<file path="src/rtl/hazard_pkg.sv">
// Shared types and constants for the pipeline hazard unit.
package hazard_pkg;

  typedef enum logic [1:0] {
    HZ_RUN      = 2'd0,
    HZ_LD_STALL = 2'd1,
    HZ_BR_FLUSH = 2'd2,
    HZ_MEM_WAIT = 2'd3
  } hz_state_t;

  localparam logic [1:0] FWD_RF  = 2'b00;
  localparam logic [1:0] FWD_WB  = 2'b01;
  localparam logic [1:0] FWD_MEM = 2'b10;

  localparam logic [1:0] RESULT_SRC_LOAD = 2'b01;

  function automatic logic [31:0] sat_inc(input logic [31:0] v);
    return (v == '1) ? v : v + 32'd1;
  endfunction

endpackage

</file>
<file path="src/rtl/hazard_if.sv">
// Pipeline <-> hazard unit signal bundle; master is the pipeline, slave the hazard unit.
interface hazard_if;
  logic [4:0] Rs1D, Rs2D;
  logic [4:0] Rs1E, Rs2E, RdE;
  logic [4:0] RdM, RdW;
  logic       RegWriteM, RegWriteW;
  logic [1:0] ResultSrcE;
  logic       PCSrcE;
  logic       MemReqM, MemReady;
  logic       StallF, StallD, StallE, StallM;
  logic       FlushD, FlushE;
  logic [1:0] ForwardAE, ForwardBE;
  logic [1:0] HzState;

  modport master (
    output Rs1D, Rs2D, Rs1E, Rs2E, RdE, RdM, RdW, RegWriteM, RegWriteW,
           ResultSrcE, PCSrcE, MemReqM, MemReady,
    input  StallF, StallD, StallE, StallM, FlushD, FlushE,
           ForwardAE, ForwardBE, HzState
  );

  modport slave (
    input  Rs1D, Rs2D, Rs1E, Rs2E, RdE, RdM, RdW, RegWriteM, RegWriteW,
           ResultSrcE, PCSrcE, MemReqM, MemReady,
    output StallF, StallD, StallE, StallM, FlushD, FlushE,
           ForwardAE, ForwardBE, HzState
  );
endinterface

</file>
<file path="src/rtl/hazard_ctrl_forward_sel.sv">
// Combinational ALU operand bypass select for one execute-stage source register.
module forward_sel
  import hazard_pkg::*;
(
  input  logic       en,
  input  logic [4:0] rs,
  input  logic [4:0] rd_m,
  input  logic       regwrite_m,
  input  logic [4:0] rd_w,
  input  logic       regwrite_w,
  output logic [1:0] fwd
);

  // x0 is hard-wired zero and must never be bypassed.
  always_comb begin
    fwd = FWD_RF;
    if (en) begin
      if (regwrite_m && (rd_m != '0) && (rd_m == rs))
        fwd = FWD_MEM;
      else if (regwrite_w && (rd_w != '0) && (rd_w == rs))
        fwd = FWD_WB;
    end
  end

endmodule

</file>
<file path="src/rtl/hazard_ctrl.sv">
// Pipeline hazard controller: forwarding, load-use stall, branch flush, memory wait.
// Optional perf counters (StallCnt/FlushCnt) enabled by defining HAZARD_PERF_CNT_EN.
module hazard_ctrl
  import hazard_pkg::*;
(
  input  logic        clk,
  input  logic        rst_n,
  hazard_if.slave     hz
`ifdef HAZARD_PERF_CNT_EN
  ,
  output logic [31:0] StallCnt,
  output logic [31:0] FlushCnt
`endif
);

  hz_state_t state;
  logic      ld_hz, mem_hz;
  logic      pri_mem, pri_br, pri_ld;

  forward_sel u_fwd_a (
    .en         (rst_n),
    .rs         (hz.Rs1E),
    .rd_m       (hz.RdM),
    .regwrite_m (hz.RegWriteM),
    .rd_w       (hz.RdW),
    .regwrite_w (hz.RegWriteW),
    .fwd        (hz.ForwardAE)
  );

  forward_sel u_fwd_b (
    .en         (rst_n),
    .rs         (hz.Rs2E),
    .rd_m       (hz.RdM),
    .regwrite_m (hz.RegWriteM),
    .rd_w       (hz.RdW),
    .regwrite_w (hz.RegWriteW),
    .fwd        (hz.ForwardBE)
  );

  always_comb begin
    ld_hz  = (hz.ResultSrcE == RESULT_SRC_LOAD) && (hz.RdE != '0) &&
             ((hz.RdE == hz.Rs1D) || (hz.RdE == hz.Rs2D));
    mem_hz = hz.MemReqM && !hz.MemReady;
  end

  // Strict priority; a branch seen during a memory wait is applied by the
  // pipeline on the exit cycle because PCSrcE is simply re-evaluated then.
  always_comb begin
    pri_mem = rst_n && (mem_hz || ((state == HZ_MEM_WAIT) && !hz.MemReady));
    pri_br  = rst_n && !pri_mem && hz.PCSrcE;
    pri_ld  = rst_n && !pri_mem && !pri_br && ld_hz;
  end

  always_comb begin
    hz.StallF  = pri_mem || pri_ld;
    hz.StallD  = pri_mem || pri_ld;
    hz.StallE  = pri_mem;
    hz.StallM  = pri_mem;
    hz.FlushD  = pri_br;
    hz.FlushE  = pri_br || pri_ld;
    hz.HzState = state;
  end

  always_ff @(posedge clk) begin
    if (!rst_n)
      state <= HZ_RUN;
    else if (pri_mem)
      state <= HZ_MEM_WAIT;
    else if (pri_br)
      state <= HZ_BR_FLUSH;
    else if (pri_ld)
      state <= HZ_LD_STALL;
    else
      state <= HZ_RUN;
  end

`ifdef HAZARD_PERF_CNT_EN
  logic [31:0] stall_cnt, flush_cnt;

  always_ff @(posedge clk) begin
    if (!rst_n) begin
      stall_cnt <= '0;
      flush_cnt <= '0;
    end else begin
      if (hz.StallF) stall_cnt <= sat_inc(stall_cnt);
      if (hz.FlushE) flush_cnt <= sat_inc(flush_cnt);
    end
  end

  assign StallCnt = stall_cnt;
  assign FlushCnt = flush_cnt;
`endif

endmodule

</file>
<file path="src/flat_wrapper.sv">
// flat-port wrapper written by rule: the top's interface ports become plain ports
module hazard_ctrl_flat import hazard_pkg::*;
  (clk, rst_n, hz_Rs1D, hz_Rs2D, hz_Rs1E, hz_Rs2E, hz_RdE, hz_RdM, hz_RdW, hz_RegWriteM, hz_RegWriteW, hz_ResultSrcE, hz_PCSrcE, hz_MemReqM, hz_MemReady, hz_StallF, hz_StallD, hz_StallE, hz_StallM, hz_FlushD, hz_FlushE, hz_ForwardAE, hz_ForwardBE, hz_HzState);
  hazard_if hz_i ();
  input  logic clk;
  input  logic rst_n;
  input wire logic [$bits(hz_i.Rs1D)-1:0] hz_Rs1D;
  input wire logic [$bits(hz_i.Rs2D)-1:0] hz_Rs2D;
  input wire logic [$bits(hz_i.Rs1E)-1:0] hz_Rs1E;
  input wire logic [$bits(hz_i.Rs2E)-1:0] hz_Rs2E;
  input wire logic [$bits(hz_i.RdE)-1:0] hz_RdE;
  input wire logic [$bits(hz_i.RdM)-1:0] hz_RdM;
  input wire logic [$bits(hz_i.RdW)-1:0] hz_RdW;
  input wire logic [$bits(hz_i.RegWriteM)-1:0] hz_RegWriteM;
  input wire logic [$bits(hz_i.RegWriteW)-1:0] hz_RegWriteW;
  input wire logic [$bits(hz_i.ResultSrcE)-1:0] hz_ResultSrcE;
  input wire logic [$bits(hz_i.PCSrcE)-1:0] hz_PCSrcE;
  input wire logic [$bits(hz_i.MemReqM)-1:0] hz_MemReqM;
  input wire logic [$bits(hz_i.MemReady)-1:0] hz_MemReady;
  output wire logic [$bits(hz_i.StallF)-1:0] hz_StallF;
  output wire logic [$bits(hz_i.StallD)-1:0] hz_StallD;
  output wire logic [$bits(hz_i.StallE)-1:0] hz_StallE;
  output wire logic [$bits(hz_i.StallM)-1:0] hz_StallM;
  output wire logic [$bits(hz_i.FlushD)-1:0] hz_FlushD;
  output wire logic [$bits(hz_i.FlushE)-1:0] hz_FlushE;
  output wire logic [$bits(hz_i.ForwardAE)-1:0] hz_ForwardAE;
  output wire logic [$bits(hz_i.ForwardBE)-1:0] hz_ForwardBE;
  output wire logic [$bits(hz_i.HzState)-1:0] hz_HzState;
  assign hz_i.Rs1D = hz_Rs1D;
  assign hz_i.Rs2D = hz_Rs2D;
  assign hz_i.Rs1E = hz_Rs1E;
  assign hz_i.Rs2E = hz_Rs2E;
  assign hz_i.RdE = hz_RdE;
  assign hz_i.RdM = hz_RdM;
  assign hz_i.RdW = hz_RdW;
  assign hz_i.RegWriteM = hz_RegWriteM;
  assign hz_i.RegWriteW = hz_RegWriteW;
  assign hz_i.ResultSrcE = hz_ResultSrcE;
  assign hz_i.PCSrcE = hz_PCSrcE;
  assign hz_i.MemReqM = hz_MemReqM;
  assign hz_i.MemReady = hz_MemReady;
  assign hz_StallF = hz_i.StallF;
  assign hz_StallD = hz_i.StallD;
  assign hz_StallE = hz_i.StallE;
  assign hz_StallM = hz_i.StallM;
  assign hz_FlushD = hz_i.FlushD;
  assign hz_FlushE = hz_i.FlushE;
  assign hz_ForwardAE = hz_i.ForwardAE;
  assign hz_ForwardBE = hz_i.ForwardBE;
  assign hz_HzState = hz_i.HzState;
  hazard_ctrl u_core (.clk(clk), .rst_n(rst_n), .hz(hz_i));
endmodule
</file>
<file path="config.mk">
export PLATFORM = sky130hd
export DESIGN_NAME = hazard_ctrl_flat
export DESIGN_NICKNAME = d
export VERILOG_FILES = /design/src/rtl/hazard_pkg.sv /design/src/rtl/hazard_if.sv /design/src/rtl/hazard_ctrl_forward_sel.sv /design/src/rtl/hazard_ctrl.sv /design/src/flat_wrapper.sv
export SDC_FILE = /design/constraint.sdc
export NUM_CORES = 1
export LEC_CHECK = 0
export BUFFER_PORTS_ARGS = -buffer_cell sky130_fd_sc_hd__buf_2
export CORE_MARGIN = 5
export CORE_UTILIZATION = 37
export DETAILED_ROUTE_END_ITERATION = 12
export GPL_ROUTABILITY_DRIVEN = 0
export PLACE_DENSITY = 0.84
export RECOVER_POWER = 25
export SYNTH_ARGS = -nofsm -noshare
export SYNTH_HDL_FRONTEND = slang
export SYNTH_SLANG_ARGS = --single-unit
export TNS_END_PERCENT = 50
</file>
<file path="constraint.sdc">
create_clock -name clk -period 3.7 [get_ports clk]
set_input_delay 0.74 -clock clk [delete_from_list [all_inputs] [get_ports clk]]
set_output_delay 0.74 -clock clk [all_outputs]
set_load 0.03 [all_outputs]
</file>
* After elaboration in Yosys (flattened, before gate mapping)
Index checks and enable logic that the tools add are counted.
** Word-level totals
- Input bits :: 44
- Output and inout bits :: 12
- Flip-flop bits (word level) :: 2
- Logic and storage cells :: 43
** Cells by class
- Equal/unequal tests :: 8
- Mux-type cells :: 9
- Reductions and logical operators :: 25
** Operators by type and width (count)
- $eq 5x5->1 :: 6
- $logic_and 1x1->1 :: 15
- $reduce_bool 5->1 :: 3
- $mux 2 :: 6
- $logic_or 1x1->1 :: 4
- $logic_not 1->1 :: 3
- $mux 1 :: 3
- $eq 2x1->1 const B :: 1
- $eq 2x2->1 const B :: 1

* Depth between registers and ports, before layout
- Word-level depth :: 13
- Gate-level depth with buffers :: 5
- Gate-level depth less buffers :: 4

* Hierarchy
A second synthesis with hierarchy kept.
** Unflattened totals
- Cell total of the unflattened synthesis :: 78
- Area, all modules :: 566.8 um2
** Modules (own cells, without submodules)
- forward_sel :: sequential area each 0.0 um2, times used 2, area an instance 151.4 um2, cells each 21
- hazard_ctrl :: sequential area each 40.0 um2, times used 1, area an instance 264.0 um2, cells each 36

* Least setup slack after synthesis
Ideal clock, no wire load.
- Path type :: input to output
- Start point :: input port hz_RdE[2]
- End point :: output port hz_StallF
- Arrival time :: 2.338 ns
- Required time :: 2.960 ns
- Slack :: 0.622 ns
- Buffers on the path :: 1
- Cell stages on the path :: 5
- Cells stage by stage :: xor2_1 > nor3_1 > a22oi_1 > o31ai_1 > buf_4
** On the way
- Longest elaborated chain between the ends :: 5
- Elaborated cells between the ends (all ways) :: 8
- Those cells by class :: eq/ne: 2; reduce/logical: 6
** RTL lines
- start, declared :: line flat_wrapper.sv:11 : input wire logic [$bits(hz_i.RdE)-1:0] hz_RdE;
- $eq 5x5->1 or $reduce_bool 5->1 (tied branches) :: line hazard_ctrl.sv:42, hazard_ctrl.sv:41
- $logic_or 1x1->1 or $logic_and 1x1->1 (tied branches) :: line hazard_ctrl.sv:42, hazard_ctrl.sv:41
- $logic_and 1x1->1 * :: line hazard_ctrl.sv:41 : ld_hz = (hz.ResultSrcE == RESULT_SRC_LOAD) && (hz.RdE != '0) &&
- $logic_and 1x1->1 * :: line hazard_ctrl.sv:51 : pri_ld = rst_n && !pri_mem && !pri_br && ld_hz;
- $logic_or 1x1->1 *
- end, declared :: line flat_wrapper.sv:20 : output wire logic [$bits(hz_i.StallF)-1:0] hz_StallF;
Every way passes the cells marked *; elsewhere a longest branch is shown, timed or not.

* Worst setup path after layout
- Start point :: input port hz_RdM[1]
- End point :: output port hz_ForwardBE[0]
** On the way
- Longest elaborated chain between the ends :: 5
- Elaborated cells between the ends (all ways) :: 6
- Those cells by class :: eq/ne: 1; mux: 2; reduce/logical: 3
** RTL lines
- start, declared :: line flat_wrapper.sv:12 : input wire logic [$bits(hz_i.RdM)-1:0] hz_RdM;
- $reduce_bool 5->1 :: line hazard_ctrl_forward_sel.sv:18 : if (regwrite_m && (rd_m != '0) && (rd_m == rs))
- $logic_and 1x1->1 :: line hazard_ctrl_forward_sel.sv:18
- $logic_and 1x1->1 * :: line hazard_ctrl_forward_sel.sv:18
- $mux 2 * :: line hazard_ctrl_forward_sel.sv:18
- $mux 2 * :: line hazard_ctrl_forward_sel.sv:17 : if (en) begin
- end, declared :: line flat_wrapper.sv:27 : output wire logic [$bits(hz_i.ForwardBE)-1:0] hz_ForwardBE;
Marked as above.

==> results.toml <==
[critical_path]
crit_chain = "buf_2, or4_4, o21ai_2, nor4_1, nor4_2, buf_2"
path_buf_inv = 2
crit_family = "simple AND/OR/NAND/NOR gates"
setup.worst_path.class = "in2out"
critical_path.startpoint_type = "input port"
cp_slowest_cell = "or4_4"
arrival_ns = 2.11
crit_top_cell = "buf_2"
slowest_delay_ns = 0.53
crit_fanout = 3
cp-end-kind = "primary output"
required_ns = 2.96

[floorplan]
io_pins = 56
start_util_pct = 40.53
placementRows = 13
coreArea_um2 = 1334
die_x_um = 48.22
die-area_um2 = 2325
fp.dieH_um = 48.22

[drt]
wl_per_cell_um = 12.61
ant_nets = 0
routed_wl_um = 1778
dr.first_iter.drc_count = 11
drcViolationCount = 0
viasPerCell = 4.936
via_count = 696
first_pass_iters = 4

[timing]
fin_crit_sh_pct = 77.15
totalNegativeSetupSlack_ns = 0
setup_viol = 0
period_needed_ns = 2.854
rsz0062_at_grt = "false"
slew_headroom_pct = 71.84
final_max_slew_viol_count = 0
hold_ws_ns = 0.6769
finClkSkew_ns = 0.001769
clock.fmax_mhz = 350.3
fin_ws_ns = 0.8456
hold_viol_final = 0
tightestPinTransition_ns = 0.4185

[power_and_ir_drop]
p_sw_share_pct = 37.75
p_int_mw = 0.09879
p_sw_mw = 0.05990
power.leakage_nw = 0.4433
powerDensity_nw_per_um2 = 189.0
peakVddDrop_uv = 79.66
p_seq_share_pct = 14.8
clockPowerShare_pct = 29.5
power_frac_comb_pct = 55.7

[logic_synthesis]
synth_top_area_cell = "xor2_1"
synth_top_area_share_pct = 38.89
yosysSeqAreaShare_pct = 7.407
synthesis.nets = 114
ys_warn_count = 0
netlist_instances = 70
synth_edf_count = 0
synth.most_common_cell = "xor2_1"
syn_area_um2 = 540.5
synthTopCellsByCount = "xor2_1 (24), nor2_1 (6), xnor2_1 (6), inv_1 (4), or4_1 (4)"
synthDistinctLibCells = 21
synth_area_leaders = "xor2_1 (39%), xnor2_1 (9.7%), dfxtp_1 (7.4%)"
synthFlopType = "dfxtp_1"
ys_ff_latch = 2
async_flop_share_pct = 0
syn-mean-instance-area_um2 = 7.722

[global_routing]
grt_max_degree = 7
gr-total-overflow = 0
antenna_found_initial = 0
grt.total_usage_pct = 14.41
grt_pass1_vias = 631
grt_pass1_wl_um = 2401

[cells_and_area]
final_area_um2 = 839.6
utilization_pct = 62.95
synthToLayoutAreaGrowth_pct = 55.32
largest_reg_flops = 2
drive_gt1_share_pct = 48.41
layout.nets = 172
antennaDiodeCount = 0
fillers = 125

[place]
post-place-ws_ns = 0.8390
placed_area_um2 = 819.5
place_hpwl_um = 1634
portBuffers = 55

[cts]
cts_tree = "yes"
cts_resized = 0
clk_latency_ns = 0.22
cts_setup_buffers = 0
cts_buffers = 3
root_buffer = "clkbuf_4"
cts.reportedPaths.clkPinSlew_ns = 0.03
htree_levels = 1
cts.sinks = 2
holdBufCountCts = 0
clock_path_buffers = 2

[flow_run]
maxCapViolations = 0

[run_status]
status = "completed"

[min_path]
min_path_type = "reg2reg"
==> kinds of logic (layout without fill, tap and decap cells) <==
family                 Yosys count  after routing  synth area share, %
AO/OA/AOI/OAI                    9              9                11.80
XOR/XNOR                        30             30                48.61
buffers and inverters            6             62                5.554
flip-flops                       2              2                7.408
AND/OR/NAND/NOR                 23             23                26.62
==> tightest hold or removal path, delay by kind of cell (launching register included) <==
| family | cells | cell delay, ns |
|---|---|---|
| flops | 1 | 0.31 |
| compound gates | 1 | 0.08 |
| simple gates | 3 | 0.25 |
==> area by class of cell <==
type | instances | area (µm²) | share of cell area, %
multi-input cells | 62 | 470.5 | 56.04
clock buffers | 3 | 22.52 | 2.683
flip-flops and latches | 2 | 40.04 | 4.769
repair buffers | 55 | 272.8 | 32.49
well taps | 15 | 18.77 | 2.235
inverters | 4 | 15.01 | 1.788
==> routing by layer <==
layer | up-vias | share of wire, % | track usage (%)
met1 | 310 | 35 | 16.38
met2 | 29 | 57 | 25.26
li1 | 355 | - | -
met3 | 2 | 7.4 | 3.321
met5 | - | 0 | 0
met4 | 0 | 0.51 | 6.452
==> path summary, 6_finish.rpt <==
path,depth (start not counted),startpoint,slack (ns),to
setup / recovery,6,hz_RdM[1],0.85,hz_ForwardBE[0]
hold / removal,4,u_core.hz.HzState[0],0.68,u_core.hz.HzState[1]
hold reg to reg,4,u_core.hz.HzState[0],0.68,u_core.hz.HzState[1]
setup reg to reg,4,u_core.hz.HzState[0],2.85,u_core.hz.HzState[0]
==> per-stage QoR <==
stage / total power, mW / instances
2_1_floorplan: 0.06951 / 70
3_3_place_gp: 0.1103 / 138
3_5_place_dp: 0.1124 / 138
4_1_cts: 0.1607 / 141
5_1_grt: 0.1728 / 141
6_report: 0.1587 / 141
==> power groups by stage <==
| stage | Clock [mW] | Combinational [mW] | Sequential [mW] |
|---|---|---|---|
| final | 0.0468 | 0.0883 | 0.0236 |
| after CTS | 0.0483 | 0.0889 | 0.0235 |
| after floorplan | 0 | 0.0431 | 0.0264 |
| after global placement | 0 | 0.0865 | 0.0238 |
| after global routing | 0.0533 | 0.0958 | 0.0237 |
| after detailed placement | 0 | 0.0886 | 0.0238 |
==> placed cells by master (no fill, tap or decap), drive strengths merged, types with 3 or more instances in the layout <==
| cell type | instances |
|---|---|
| xor2 | 24 |
| or4 | 5 |
| xnor2 | 6 |
| buf | 53 |
| clkbuf | 5 |
| nor2 | 6 |
| o31ai | 3 |
| nor4 | 4 |
| inv | 4 |
No activity file was read; power rests on OpenSTA's default activity.
